## src/rtl/result_serializer_pkg.sv

```systemverilog
// Shared constants, FSM state type and entry-select helper for the result serializer.
// Optional drop counter is enabled by defining RESULT_SERIALIZER_DROPCNT_EN.
package result_serializer_pkg;

    localparam int ELEM_W     = 6;
    localparam int N_ELEM     = 4;
    localparam int TAG_W      = 4;
    localparam int RESULT_W   = ELEM_W * N_ELEM;
    localparam int IDX_W      = 2;
    localparam int FIFO_DEPTH = 2;
    localparam int DROP_W     = 4;

    typedef enum logic {
        IDLE = 1'b0,
        SEND = 1'b1
    } state_t;

    // Entry k lives in bits [ELEM_W*k +: ELEM_W]; entry 0 is the least significant.
    function automatic logic [ELEM_W-1:0] entry_sel(
        input logic [RESULT_W-1:0] word,
        input logic [IDX_W-1:0]    idx
    );
        return word[int'(idx)*ELEM_W +: ELEM_W];
    endfunction

endpackage

```

## src/rtl/result_serializer_if.sv

```systemverilog
// Handshake bundle between the matrix multiplier, the serializer and its narrow consumer.
// The drop_count field exists only when RESULT_SERIALIZER_DROPCNT_EN is defined.
interface result_serializer_if;
    import result_serializer_pkg::*;

    logic                in_valid;
    logic [RESULT_W-1:0] matrix_result;
    logic [TAG_W-1:0]    matrix_count;

    logic                out_valid;
    logic                out_ready;
    logic [ELEM_W-1:0]   out_data;
    logic [IDX_W-1:0]    out_index;
    logic [TAG_W-1:0]    out_tag;
    logic                out_last;
    logic                overflow;
`ifdef RESULT_SERIALIZER_DROPCNT_EN
    logic [DROP_W-1:0]   drop_count;

    modport slave (
        input  in_valid, matrix_result, matrix_count, out_ready,
        output out_valid, out_data, out_index, out_tag, out_last, overflow, drop_count
    );
    modport master (
        output in_valid, matrix_result, matrix_count, out_ready,
        input  out_valid, out_data, out_index, out_tag, out_last, overflow, drop_count
    );
`else
    modport slave (
        input  in_valid, matrix_result, matrix_count, out_ready,
        output out_valid, out_data, out_index, out_tag, out_last, overflow
    );
    modport master (
        output in_valid, matrix_result, matrix_count, out_ready,
        input  out_valid, out_data, out_index, out_tag, out_last, overflow
    );
`endif

endinterface

```

## src/rtl/result_serializer_fifo.sv

```systemverilog
// result_fifo: DEPTH-entry word+tag FIFO; push and pop may coincide even when full.
// Storage is not reset; only pointers and count are.
module result_fifo #(
    parameter  int DEPTH = 2,
    parameter  int W     = 28,
    localparam int CNT_W = $clog2(DEPTH + 1),
    localparam int PTR_W = (DEPTH > 1) ? $clog2(DEPTH) : 1
) (
    input  logic             clock,
    input  logic             reset,
    input  logic             push,
    input  logic             pop,
    input  logic [W-1:0]     din,
    output logic [W-1:0]     dout,
    output logic             full,
    output logic             empty,
    output logic [CNT_W-1:0] count
);

    logic [W-1:0]     mem_q [DEPTH];
    logic [PTR_W-1:0] wr_ptr_q, wr_ptr_d;
    logic [PTR_W-1:0] rd_ptr_q, rd_ptr_d;
    logic [CNT_W-1:0] count_q, count_d;

    function automatic logic [PTR_W-1:0] ptr_inc(input logic [PTR_W-1:0] p);
        return (p == PTR_W'(DEPTH - 1)) ? '0 : p + PTR_W'(1);
    endfunction

    always_comb begin
        wr_ptr_d = wr_ptr_q;
        rd_ptr_d = rd_ptr_q;
        count_d  = count_q;
        if (push) begin
            wr_ptr_d = ptr_inc(wr_ptr_q);
        end
        if (pop) begin
            rd_ptr_d = ptr_inc(rd_ptr_q);
        end
        count_d = count_q + CNT_W'(push) - CNT_W'(pop);
    end

    always_ff @(posedge clock or posedge reset) begin
        if (reset) begin
            wr_ptr_q <= '0;
            rd_ptr_q <= '0;
            count_q  <= '0;
        end else begin
            wr_ptr_q <= wr_ptr_d;
            rd_ptr_q <= rd_ptr_d;
            count_q  <= count_d;
        end
    end

    always_ff @(posedge clock) begin
        if (push) begin
            mem_q[wr_ptr_q] <= din;
        end
    end

    assign dout  = mem_q[rd_ptr_q];
    assign full  = (count_q == CNT_W'(DEPTH));
    assign empty = (count_q == '0);
    assign count = count_q;

endmodule

```

## src/rtl/result_serializer.sv

```systemverilog
// Buffers completed result matrices with their tag and streams them out one entry per beat.
// Define RESULT_SERIALIZER_DROPCNT_EN to add a saturating drop_count output.
module result_serializer
    import result_serializer_pkg::*;
#(
    parameter  int DEPTH = FIFO_DEPTH,
    localparam int CNT_W = $clog2(DEPTH + 1),
    localparam int WORD_W = RESULT_W + TAG_W
) (
    input  logic                  clock,
    input  logic                  reset,
    result_serializer_if.slave    io
);

    state_t             state_q, state_d;
    logic [IDX_W-1:0]   idx_q, idx_d;
    logic               send;
    logic               beat;
    logic               last_beat;
    logic               push_ok;
    logic               drop;

    logic [WORD_W-1:0]  head;
    logic               fifo_full;
    logic               fifo_empty;
    logic [CNT_W-1:0]   fifo_cnt;

    result_fifo #(
        .DEPTH (DEPTH),
        .W     (WORD_W)
    ) u_fifo (
        .clock (clock),
        .reset (reset),
        .push  (push_ok),
        .pop   (last_beat),
        .din   ({io.matrix_count, io.matrix_result}),
        .dout  (head),
        .full  (fifo_full),
        .empty (fifo_empty),
        .count (fifo_cnt)
    );

    assign send = (state_q == SEND);

    always_comb begin
        beat      = send && !fifo_empty && io.out_ready;
        last_beat = beat && (idx_q == IDX_W'(N_ELEM - 1));
        // A full FIFO still takes a word when the head leaves in the same cycle.
        push_ok   = io.in_valid && (!fifo_full || last_beat);
        drop      = io.in_valid && !push_ok;
    end

    always_comb begin
        state_d = state_q;
        idx_d   = idx_q;
        if (beat) begin
            idx_d = last_beat ? '0 : idx_q + IDX_W'(1);
        end
        case (state_q)
            IDLE: begin
                if (push_ok) begin
                    state_d = SEND;
                end
            end
            SEND: begin
                if (last_beat && !push_ok && (fifo_cnt == CNT_W'(1))) begin
                    state_d = IDLE;
                end
            end
            default: state_d = IDLE;
        endcase
    end

    always_ff @(posedge clock or posedge reset) begin
        if (reset) begin
            state_q <= IDLE;
            idx_q   <= '0;
        end else begin
            state_q <= state_d;
            idx_q   <= idx_d;
        end
    end

`ifdef RESULT_SERIALIZER_DROPCNT_EN
    logic [DROP_W-1:0] drop_cnt_q, drop_cnt_d;

    always_comb begin
        drop_cnt_d = drop_cnt_q;
        if (drop && (drop_cnt_q != '1)) begin
            drop_cnt_d = drop_cnt_q + DROP_W'(1);
        end
    end

    always_ff @(posedge clock or posedge reset) begin
        if (reset) begin
            drop_cnt_q <= '0;
        end else begin
            drop_cnt_q <= drop_cnt_d;
        end
    end

    assign io.drop_count = drop_cnt_q;
    assign io.overflow   = (drop_cnt_q != '0);
`else
    logic overflow_q, overflow_d;

    always_comb begin
        overflow_d = overflow_q | drop;
    end

    always_ff @(posedge clock or posedge reset) begin
        if (reset) begin
            overflow_q <= 1'b0;
        end else begin
            overflow_q <= overflow_d;
        end
    end

    assign io.overflow = overflow_q;
`endif

    // Payload fields read as zero whenever nothing is being offered.
    always_comb begin
        io.out_valid = send;
        io.out_data  = send ? entry_sel(head[RESULT_W-1:0], idx_q) : '0;
        io.out_index = send ? idx_q : '0;
        io.out_tag   = send ? head[WORD_W-1:RESULT_W] : '0;
        io.out_last  = send && (idx_q == IDX_W'(N_ELEM - 1));
    end

endmodule

```

## src/flat_wrapper.sv

```systemverilog
// flat-port wrapper written by rule: the top's interface ports become plain ports
module result_serializer_flat import result_serializer_pkg::*;
#(
    parameter  int DEPTH = FIFO_DEPTH,
    localparam int CNT_W = $clog2(DEPTH + 1),
    localparam int WORD_W = RESULT_W + TAG_W
)
  (clock, reset, io_in_valid, io_matrix_result, io_matrix_count, io_out_ready, io_out_valid, io_out_data, io_out_index, io_out_tag, io_out_last, io_overflow);
  result_serializer_if io_i ();
  input  logic clock;
  input  logic reset;
  input wire logic [$bits(io_i.in_valid)-1:0] io_in_valid;
  input wire logic [$bits(io_i.matrix_result)-1:0] io_matrix_result;
  input wire logic [$bits(io_i.matrix_count)-1:0] io_matrix_count;
  input wire logic [$bits(io_i.out_ready)-1:0] io_out_ready;
  output wire logic [$bits(io_i.out_valid)-1:0] io_out_valid;
  output wire logic [$bits(io_i.out_data)-1:0] io_out_data;
  output wire logic [$bits(io_i.out_index)-1:0] io_out_index;
  output wire logic [$bits(io_i.out_tag)-1:0] io_out_tag;
  output wire logic [$bits(io_i.out_last)-1:0] io_out_last;
  output wire logic [$bits(io_i.overflow)-1:0] io_overflow;
  assign io_i.in_valid = io_in_valid;
  assign io_i.matrix_result = io_matrix_result;
  assign io_i.matrix_count = io_matrix_count;
  assign io_i.out_ready = io_out_ready;
  assign io_out_valid = io_i.out_valid;
  assign io_out_data = io_i.out_data;
  assign io_out_index = io_i.out_index;
  assign io_out_tag = io_i.out_tag;
  assign io_out_last = io_i.out_last;
  assign io_overflow = io_i.overflow;
  result_serializer #(.DEPTH(DEPTH)) u_core (.clock(clock), .reset(reset), .io(io_i));
endmodule
```

## config.mk

```make
export PLATFORM = sky130hd
export DESIGN_NAME = result_serializer_flat
export DESIGN_NICKNAME = d
export VERILOG_FILES = /design/src/rtl/result_serializer_pkg.sv /design/src/rtl/result_serializer_if.sv /design/src/rtl/result_serializer_fifo.sv /design/src/rtl/result_serializer.sv /design/src/flat_wrapper.sv
export SDC_FILE = /design/constraint.sdc
export NUM_CORES = 1
export LEC_CHECK = 0
export CAP_MARGIN = 25
export CORE_MARGIN = 4
export CORE_UTILIZATION = 51
export DETAILED_ROUTE_END_ITERATION = 7
export PLACE_DENSITY_LB_ADDON = 0.25
export SETUP_SLACK_MARGIN = 0.3
export SLEW_MARGIN = 5
export SYNTH_ARGS = -nofsm -noshare
export SYNTH_HDL_FRONTEND = slang
export SYNTH_SLANG_ARGS = --single-unit
export TNS_END_PERCENT = 20
```

## constraint.sdc

```tcl
create_clock -name clock -period 3 [get_ports clock]
set_input_delay 0.45 -clock clock [delete_from_list [all_inputs] [get_ports clock]]
set_output_delay 0.45 -clock clock [all_outputs]
set_load 0.02 [all_outputs]
```

==> metrics.md, run 1 <==
| Metric | Value |
|---|---|
| Area grow syn2layout | 29.8% |
| Clk_skew | 2.98 ps |
| DRC errors left | 0 |
| Max-cap violations | 0 |
| Endpoints failing hold | 0 |
| Final setup violating endpoints | 0 |
| CP max stage delay | 600 ps |
| # rows | 25 |
| Hpwl dp | 3.29 mm |
| Core Region | just under 5000 sq um |
| Initial antenna violation count | 0 |
| Cell-by-cell trace of the critical path | mux4_1, o22ai_1, nor2_1, clkdlybuf4s50_1 |
| Worst slew pin tran | slightly above 500 ps |
| Vias per inst | 5.19 |
| Syn Area/Cell | 17.8 sq um |
| Run status | finished clean |
| GR Util All Layers | 0.169 |
| Final Non-Filler Cells | between 200 and 300 |
| Critical path class | reg -> out |
| Leak pwr | 1.21 nW |
| Grt ovf | 0 |
| Worst Path Max Fanout | 9 |
| RSZ-0062 raised after global routing | true |
| CP max-delay cell | mux4_1 |
| # diodes | 0 |
| Reg area | 1890 sq um |
| CP top delay family | multiplexers |
| Hold_buf cts | 0 |
| NumNets Final | 239 |
| CTS tree | done |
| FILL cells | ~340 |
| R2r setup slk | 610 ps |
| Layout cells sized above 1 | 0.197 |
| Synth Net Count | 181 |
| Synth Instances | 145 |
| PD cells | 993 nW/um^2 |
| Initial drt markers | 46 |
| CP bufs+invs | 1 |
| Via count | 1428 |
| Clk sinks | 64 |
| Port Buffers | 46 |
| Placed Instances | ~260 |
| Yosys top cell area share | 0.652 |
| Die X | 79.1 microns |
| Period utilisation layout | 0.890 |
| Die area | 6260 sq um |
| Worst path depth | 4 |
| Initial core utilization | 0.535 |
| Detailed Route WL | 4.74 mm |
| Post-synthesis sequential area ratio | 0.730 |
| WP data arrival | 2220 ps |
| CP startpoint kind | flip-flop |
| Area of the multi-input gates | 647 sq um |
| First-pass GRT wire length | roughly 7.7 mm |
| Synth warnings | 0 |
| Peak VDD IR | 0.516 mV |
| Die Ht | 79.1 microns |
| Clk_lat worst skew | 330 ps |
| Max Root-Sink Buffers | 2 |
| DR WL/cell | 17.2 microns |
| Critical path capture point type | output pin |
| H-tree depth | 3 |
| Routed Antenna Nets | 0 |
| Fmax | 375 MHz |
| Number of global-route vias before repair | 1577 |
| Setup TNS | 0 ps |
| Routability Congestion | 0.755 |
| Worst hold slack | 355 ps |
| Clk slew on worst S/H paths | 60 ps |
| Slew headroom | 0.661 |
| Class of the most critical hold timing path | in -> async |
| Root Driver | clkbuf_8 |
| Mapped Area | 2580 sq um |
| Synth cell types | 30 |
| Largest net degree at the start of global routing | 22 |
| Tmin final | 2670 ps |
| R2R depth | 8 |
| Top post-synthesis cells by area | edfxtp_1 65%, dfrtp_1 7.8%, mux2_2 5.7% |
| Leading area contributor after synthesis | edfxtp_1 |
| Pins over their slew limit | 0 |
| I/O pins | 47 |
| #FFs+latches synth | 64 |
| CP required | 2550 ps |
| Total iterations of the first detailed-routing run | 4 |
| Inserted Clock Buffers | 9 |
==> cell usage in the layout, fill, tap and decap left out, types with 2 or more instances in the layout <==
master | netlist | layout
mux2i_1 | 4 | 4
clkbuf_8 | 0 | 11
nor2_1 | 8 | 6
buf_4 | 0 | 6
nor2_2 | 0 | 2
o22ai_1 | 6 | 6
clkinv_2 | 0 | 2
xnor2_1 | 4 | 4
mux4_1 | 3 | 3
o21ai_0 | 6 | 6
ha_1 | 4 | 4
edfxtp_1 | 56 | 56
inv_1 | 6 | 6
clkdlybuf4s50_1 | 0 | 45
dfrtp_1 | 8 | 6
clkbuf_1 | 1 | 2
and2_1 | 3 | 3
mux4_2 | 3 | 3
mux2_2 | 13 | 13
nor2b_1 | 4 | 4
==> state kept, by name, indices dropped and copies added, names as in the netlist <==
register and cells:
u_core.u_fifo.mem_q 56, u_core.idx_q 2, u_core.u_fifo.count 2, u_core.io.out_valid 1, u_core.io.overflow 1, u_core.u_fifo.rd_ptr_q 1, u_core.u_fifo.wr_ptr_q 1
==> cell usage after synthesis, drive strengths merged <==
cell type	number
nor3	1
o22ai	6
clkbuf	2
and2	3
mux2i	4
o2111ai	1
nor2	8
nand2	1
edfxtp	56
ha	4
buf	3
dfrtp	8
xnor2	4
mux2	13
a21o	1
a41oi	1
nand2b	2
inv	6
a41o	1
o211ai	1
o21ai	7
and3	1
mux4	6
a21oi	1
nor2b	4
==> worst register-to-register path, cell delays in order (launching register included) <==
cell and delay, ps:
dfrtp_2 580, ha_1 310, and3_1 200, o21ai_1 410, ha_1 320, inv_1 60
ha_1 150, xnor2_1 140, xnor2_1 140
==> through the flow <==
stage / util / power [mW] / cell area, sq um / setup slack, ps
final: 0.695 / 3.32 / 3350 / 330
after global routing: 0.695 / 3.50 / 3350 / 248
after CTS: 0.694 / 3.36 / 3340 / 322
after detailed placement: 0.649 / 2.60 / 3130 / 354
after global placement: 0.649 / 2.55 / 3130 / 404
after floorplan: - / 2.13 / 2580 / 516
==> cell families after synthesis <==
family,Yosys count,share of synthesized area
flops,64,0.730
mux,23,0.129
simple gates,20,0.0403
compound gates,19,0.0466
buf+inv,11,0.0213
xor+xnor,4,0.0136
fa+ha+maj,4,0.0194
==> repair_timing <==
action                                  in CTS  in global routing
endpoints found under the setup margin       7                  2
setup buffers                                2                  0
resized for setup                            3                  1
hold endpoints to repair                     0                  0
==> power by group <==
part           total (mW)  switching [mW]  internal [mW]
registers            1.41           0.185           1.23
logic                1.18           0.560          0.620
clock network       0.730           0.304          0.427
total                3.32            1.05           2.28
==> cell type report <==
| cell class | count | area share |
|---|---|---|
| Inverter | 6 | 0.00673 |
| Clock inverter | 3 | 0.0120 |
| Clock buffer | 13 | 0.0475 |
| Timing Repair Buffer | 52 | 0.152 |
| Tap cell | 67 | 0.0250 |
| Sequential cell | 64 | 0.564 |
| Multi-Input combinational cell | 70 | 0.193 |
==> path summary, 6_finish.rpt <==
kind | from | endpoint
max | u_core.u_fifo.rd_ptr_q | io_out_data[0]
min | reset | u_core.u_fifo.count[1]
max reg2reg | u_core.idx_q[1] | u_core.u_fifo.count[1]
min reg2reg | u_core.io.overflow | u_core.io.overflow
max in group asynchronous | reset | u_core.u_fifo.rd_ptr_q
min in group clock | u_core.io.overflow | u_core.io.overflow
==> layer usage <==
layer,vias to the layer above,wire length (microns),track usage
li1,681,-,-
met1,694,2080,0.208
met2,44,2320,0.274
met3,9,245,0.0408
met4,0,91,0.0979
met5,-,0,0
Power figures use the tool's default switching activity.
==> run 2, diff against run 1 <==
- CORE_UTILIZATION: 51 -> 40
==> run 2 against run 1 <==
  * Wire length is 2.9% higher
  * Power decreased by 1.8%
  * First-iteration DRC count grew to 2.5 times the previous value
  * Combinational power up 3%
  * Largest cell class unchanged
  * Global-route usage fell by 2.7 points
  * Sequential share of layout area down 0.096 points
==> metrics.md, run 2 (synthesized netlist as in run 1, its figures left out) <==
| Metric | Value |
|---|---|
| CP max-delay cell | clkdlybuf4s50_1 |
| FILL cells | 512 (+50%) |
| Reg area | 1880 sq um (-0.13%) |
| Clk_lat worst skew | 330 ps (about the same) |
| # diodes | 0 (unchanged) |
| Worst R2R Start | u_core.idx_q[1] |
| Peak VDD IR | 0.490 mV (-5.0%) |
| CTS tree | done |
| Final WS setup | 342 ps (+11.9 ps) |
| Worst slew pin tran | 533 ps (+24.9 ps) |
| I/O pins | 47 (unchanged) |
| Fmax | 376 MHz (+0.45%) |
| Reg2reg end | u_core.u_fifo.count[1] |
| WP data arrival | 2210 ps (about the same) |
| Tmin final | 2660 ps (-11.9 ps) |
| RSZ-0062 raised after global routing | true |
| CP required | 2550 ps (about the same) |
| Slew headroom | 0.644 (-0.0166) |
| First-pass GRT wire length | 7.98 mm (+3.3%) |
| Inserted Clock Buffers | 9 (unchanged) |
| Power Total | 3.27 mW (-1.8%) |
| Core Region | 6100 sq um (+27%) |
| Critical path capture point type | output pin |
| CP bufs+invs | 2 (+1) |
| Max reg flops | 56 (unchanged) |
| CP startpoint | u_core.u_fifo.rd_ptr_q |
| Worst path depth | 5 (+1) |
| Layout cells sized above 1 | 0.180 (-0.0175) |
| Initial core utilization | 0.423 (-0.112) |
| CP startpoint kind | flip-flop |
| Number of global-route vias before repair | 1561 (-1.0%) |
| CP max stage delay | 540 ps (-60 ps) |
| DR WL/cell | 17.3 microns (+0.67%) |
| Register with the most flip-flops | u_core.u_fifo.mem_q |
| Worst hold slack | 376 ps (+20.9 ps) |
| Worst Path Max Fanout | 8 (-1) |
| Final Core Density | 0.549 (-0.146) |
| Die X | 88.3 microns (+12%) |
| Worst Setup EP | io_out_data[3] |
| Vias per inst | 5.17 (-0.35%) |
| Detailed Route WL | 4.87 mm (+2.9%) |
| PD cells | 975 nW/um^2 (-1.8%) |
| Class of the most critical hold timing path | in -> async |
| Commonest non-fill, non-tap cell in the layout | edfxtp_1 |
| Die area | 7800 sq um (+25%) |
| Dpl ws | 362 ps (+8.62 ps) |
| GR Util All Layers | 0.142 (-0.0269) |
| Hpwl dp | 3.33 mm (+1.3%) |
| Clk slew on worst S/H paths | 60 ps (about the same) |
| Final setup violating endpoints | 0 (unchanged) |
| Period utilisation layout | 0.886 (-0.00397) |
| Initial antenna violation count | 0 (unchanged) |
| Routed Antenna Nets | 0 (unchanged) |
| Grt ovf | 0 (unchanged) |
| Clk sinks | 64 (unchanged) |
| Via count | 1454 (+1.8%) |
| Routability Congestion | 0.700 (-7.3%) |
| Max Root-Sink Buffers | 2 (unchanged) |
| # rows | 28 (+12%) |
| Most frequent cells in the layout | 56 x edfxtp_1, 44 x clkdlybuf4s50_1, 13 x mux2_2 |
| Hold_buf cts | 0 (unchanged) |
| Largest net degree at the start of global routing | 25 (+14%) |
| H-tree depth | 3 (unchanged) |
| NumNets Final | 237 (-0.84%) |
| Root Driver | clkbuf_8 |
| DRC errors left | 0 (unchanged) |
| Port Buffers | 46 (unchanged) |
| Max-cap violations | 0 (unchanged) |
| Clk_skew | 10.6 ps (+7.59 ps) |
| Area of the multi-input gates | 647 sq um (unchanged) |
| Setup TNS | 0 ps (unchanged) |
| R2R depth | 8 (unchanged) |
| Initial drt markers | 115 (+150%) |
| Area grow syn2layout | 29.8% (about the same) |
| Critical path class | reg -> out |
| CP top delay family | buffers and inverters |
| Endpoints failing hold | 0 (unchanged) |
| Leak pwr | 1.20 nW (-1.1%) |
| R2r setup slk | 580 ps (-30 ps) |
| Cell-by-cell trace of the critical path | buf_12, mux4_2, o22ai_1, nor2_1, clkdlybuf4s50_1 |
| Die Ht | 88.3 microns (+12%) |
| Run status | finished clean |
| Total iterations of the first detailed-routing run | 4 (unchanged) |
| Pins over their slew limit | 0 (unchanged) |
-- run 2: changes by cell type in the layout (fill, tap and decap cells not counted), sizes merged --
| cell | change |
|---|---|
| clkdlybuf4s50 | -1 |
| clkbuf | +2 |
| clkinv | -1 |
| bufinv | -1 |
| dlygate4sd2 | +1 |
| buf | -2 |
-- run 2: report_power, final --
group,total (mW),internal [mW],switching [mW]
registers,1.40,1.22,0.180
logic,1.22,0.641,0.576
clock network,0.644,0.345,0.298
-- run 2: metal layers --
layer	vias to the layer above	track usage	share of wire
met5	-	0	0
met4	0	0.0659	0.019
met3	10	0.0512	0.062
met2	39	0.230	0.50
met1	733	0.171	0.42
li1	672	-	-
-- run 2: how the worst min path moves through the flow --
stage                  startpoint                     end  slack [ps]  depth (start not counted)
3_3_place_gp   u_core.io.overflow      u_core.io.overflow         460                          1
6_report                    reset  u_core.u_fifo.count[1]         380                          2
4_1_cts                     reset  u_core.u_fifo.count[1]         370                          2
5_1_grt                     reset  u_core.u_fifo.count[1]         380                          2
2_1_floorplan               reset         u_core.idx_q[0]         270                          1
3_5_place_dp   u_core.io.overflow      u_core.io.overflow         470                          1
-- run 2: worst register-to-register path, cell delays in order (launching register included) --
cell     delay, ps
dfrtp_2        580
ha_1           310
and3_1         200
o21ai_1        410
ha_1           330
inv_1           60
ha_1           160
xnor2_1        150
xnor2_1        150
-- run 2: final cells by class --
type	instances	share of cell area
Multi-Input combinational cell	70	0.193
Tap cell	75	0.0280
Timing Repair Buffer	50	0.158
Clock inverter	1	0.00149
Clock buffer	15	0.0497
Inverter	6	0.00673
Sequential cell	64	0.563
-- run 2: what timing repair did --
item,4_1_cts,5_1_grt
setup buffers,1,0
endpoints found under the hold margin,0,0
endpoints found under the setup margin,7,4
gates resized for setup,3,1
gates cloned,0,0
-- run 2: per-stage QoR --
step                      instances  cell area (sq um)
after floorplan                 145               2580
after global placement          264               3150
after detailed placement        264               3150
after CTS                       281               3350
after global routing            281               3350
final                           281               3350
==> run 3, diff against run 2 <==
- MAX_ROUTING_LAYER: unset -> met4
==> run 3 against run 2 <==
  * Power about the same
  * Worst hold slack worse by 7.9 ps
  * Critical path depth unchanged
  * Final area is the same
  * Non-clock buffer count stayed put
  * Largest power group unchanged
==> metrics.md, run 3 (synthesized netlist as in run 1, its figures left out) <==
| Metric | Value |
|---|---|
| Run status | finished clean |
| Setup TNS | 0 ps (unchanged) |
| Layout cells sized above 1 | 0.180 (unchanged) |
| Hpwl dp | 3.33 mm (unchanged) |
| Initial core utilization | 0.423 (unchanged) |
| Critical path class | reg -> out |
| First-pass GRT wire length | 8.00 mm (+0.18%) |
| Core Region | 6100 sq um (unchanged) |
| CP bufs+invs | 2 (unchanged) |
| Die area | 7800 sq um (unchanged) |
| CP required | 2550 ps (about the same) |
| Hold_buf cts | 0 (unchanged) |
| CP max-delay cell | clkdlybuf4s50_1 |
| RSZ-0062 raised after global routing | true |
| DRC errors left | 0 (unchanged) |
| Port Buffers | 46 (unchanged) |
| Commonest non-fill, non-tap cell in the layout | edfxtp_1 |
| Die X | 88.3 microns (unchanged) |
| Placed Instances | 264 (unchanged) |
| GRT Max-Usage Layer | met2 |
| CP top delay family | buffers and inverters |
| Register with the most flip-flops | u_core.u_fifo.mem_q |
| FILL cells | 512 (unchanged) |
| Peak VDD IR | 0.491 mV (+0.25%) |
| Leak pwr | 1.20 nW (unchanged) |
| Vias per inst | 5.14 (-0.76%) |
| Largest net degree at the start of global routing | 25 (unchanged) |
| Clk_skew | 9.05 ps (-1.52 ps) |
| Tmin final | 2670 ps (+7.51 ps) |
| Number of global-route vias before repair | 1551 (-0.64%) |
| Cell-by-cell trace of the critical path | buf_12, mux4_2, o22ai_1, nor2_1, clkdlybuf4s50_1 |
| Fmax | 375 MHz (-0.28%) |
| Endpoints failing hold | 0 (unchanged) |
| Met2 usage | 0.230 (unchanged) |
| Clk sinks | 64 (unchanged) |
| Worst hold slack | 368 ps (-7.95 ps) |
| Routability Congestion | 0.708 (+1.1%) |
| Grt ovf | 0 (unchanged) |
| DR WL/cell | 17.4 microns (+0.21%) |
| Period utilisation layout | 0.889 (+0.00250) |
| Most frequent cells in the layout | 56 x edfxtp_1, 44 x clkdlybuf4s50_1, 13 x mux2_2 |
| Pins over their slew limit | 0 (unchanged) |
| Worst R2R Start | u_core.idx_q[1] |
| Total iterations of the first detailed-routing run | 4 (unchanged) |
| Max-cap violations | 0 (unchanged) |
| CTS tree | done |
| CP startpoint | u_core.u_fifo.rd_ptr_q |
| Critical path capture point type | output pin |
| Max Root-Sink Buffers | 2 (unchanged) |
| Inserted Clock Buffers | 9 (unchanged) |
| Placed inst area | 3150 sq um (unchanged) |
| Root Driver | clkbuf_8 |
| Slew headroom | 0.649 (+0.00424) |
| Final setup violating endpoints | 0 (unchanged) |
| Worst Path Max Fanout | 8 (unchanged) |
| Routed Antenna Nets | 0 (unchanged) |
| Final Non-Filler Cells | 281 (unchanged) |
| Class of the most critical hold timing path | in -> async |
| WP data arrival | 2220 ps (about the same) |
| Via count | 1443 (-0.76%) |
| CP max stage delay | 540 ps (about the same) |
| Detailed Route WL | 4.88 mm (+0.21%) |
| I/O pins | 47 (unchanged) |
| Final Core Density | 0.549 (unchanged) |
| Clk_lat worst skew | 340 ps (about the same) |
| Clk slew on worst S/H paths | 60 ps (about the same) |
| Area of the multi-input gates | 647 sq um (unchanged) |
| Worst slew pin tran | 527 ps (-6.36 ps) |
| Global routing usage on met1 | 0.176 (+0.00429) |
| Initial drt markers | 106 (-7.8%) |
| Die Ht | 88.3 microns (unchanged) |
| # rows | 28 (unchanged) |
| Reg area | 1880 sq um (unchanged) |
| H-tree depth | 3 (unchanged) |
| Met3 usage in global routing | 0.0466 (-0.00466) |
| Initial antenna violation count | 0 (unchanged) |
| GR Util All Layers | 0.147 (+0.00488) |
| # diodes | 0 (unchanged) |
| Post-route cell area | 3350 sq um (unchanged) |
| Area grow syn2layout | 29.8% (unchanged) |
| NumNets Final | 237 (unchanged) |
| CP startpoint kind | flip-flop |
| Max reg flops | 56 (unchanged) |
| PD cells | 976 nW/um^2 (about the same) |
==> run 3: worst register-to-register path, stage by stage (launching register included) <==
cell and delay (ps):
dfrtp_2 580, ha_1 320, and3_1 200, o21ai_1 410, ha_1 340, inv_1 60
ha_1 160, xnor2_1 150, xnor2_1 150
==> run 3: final timing paths <==
check / end / slack, ps / cells after the start
min in group clock: u_core.io.overflow / 480 / 1
min: u_core.u_fifo.count[1] / 370 / 2
max in group asynchronous: u_core.idx_q[1] / 2370 / 2
min reg2reg: u_core.io.overflow / 480 / 1
max: io_out_data[3] / 330 / 5
max reg2reg: u_core.u_fifo.count[1] / 570 / 8
==> run 3: cell type report <==
class	instances	share of cell area
Multi-Input combinational cell	70	0.193
Tap cell	75	0.0280
Inverter	6	0.00673
Sequential cell	64	0.563
Clock inverter	1	0.00149
Clock buffer	15	0.0497
Timing Repair Buffer	50	0.158
==> run 3: metal layers <==
metal | vias to the layer above | part of all wire
met5 | - | 0
met4 | 0 | 0.019
met3 | 11 | 0.051
met2 | 33 | 0.50
met1 | 726 | 0.43
li1 | 673 | -
==> run 3: what timing repair did <==
action	CTS	global route
endpoints found under the setup margin	7	4
resized for setup	3	1
buffers inserted	1	0
==> run 3: through the flow <==
step           power, mW  setup slack, ps
5_1_grt             3.47              239
3_5_place_dp        2.64              362
6_report            3.27              334
3_3_place_gp        2.59              494
4_1_cts             3.31              314
2_1_floorplan       2.13              516
==> run 3: power breakdown <==
part / total (mW) / leakage (nW) / switching [mW] / internal [mW]
logic: 1.22 / 0.503 / 0.576 / 0.641
clock network: 0.646 / 0.0877 / 0.300 / 0.345
registers: 1.41 / 0.607 / 0.180 / 1.22
total: 3.27 / 1.20 / 1.06 / 2.21
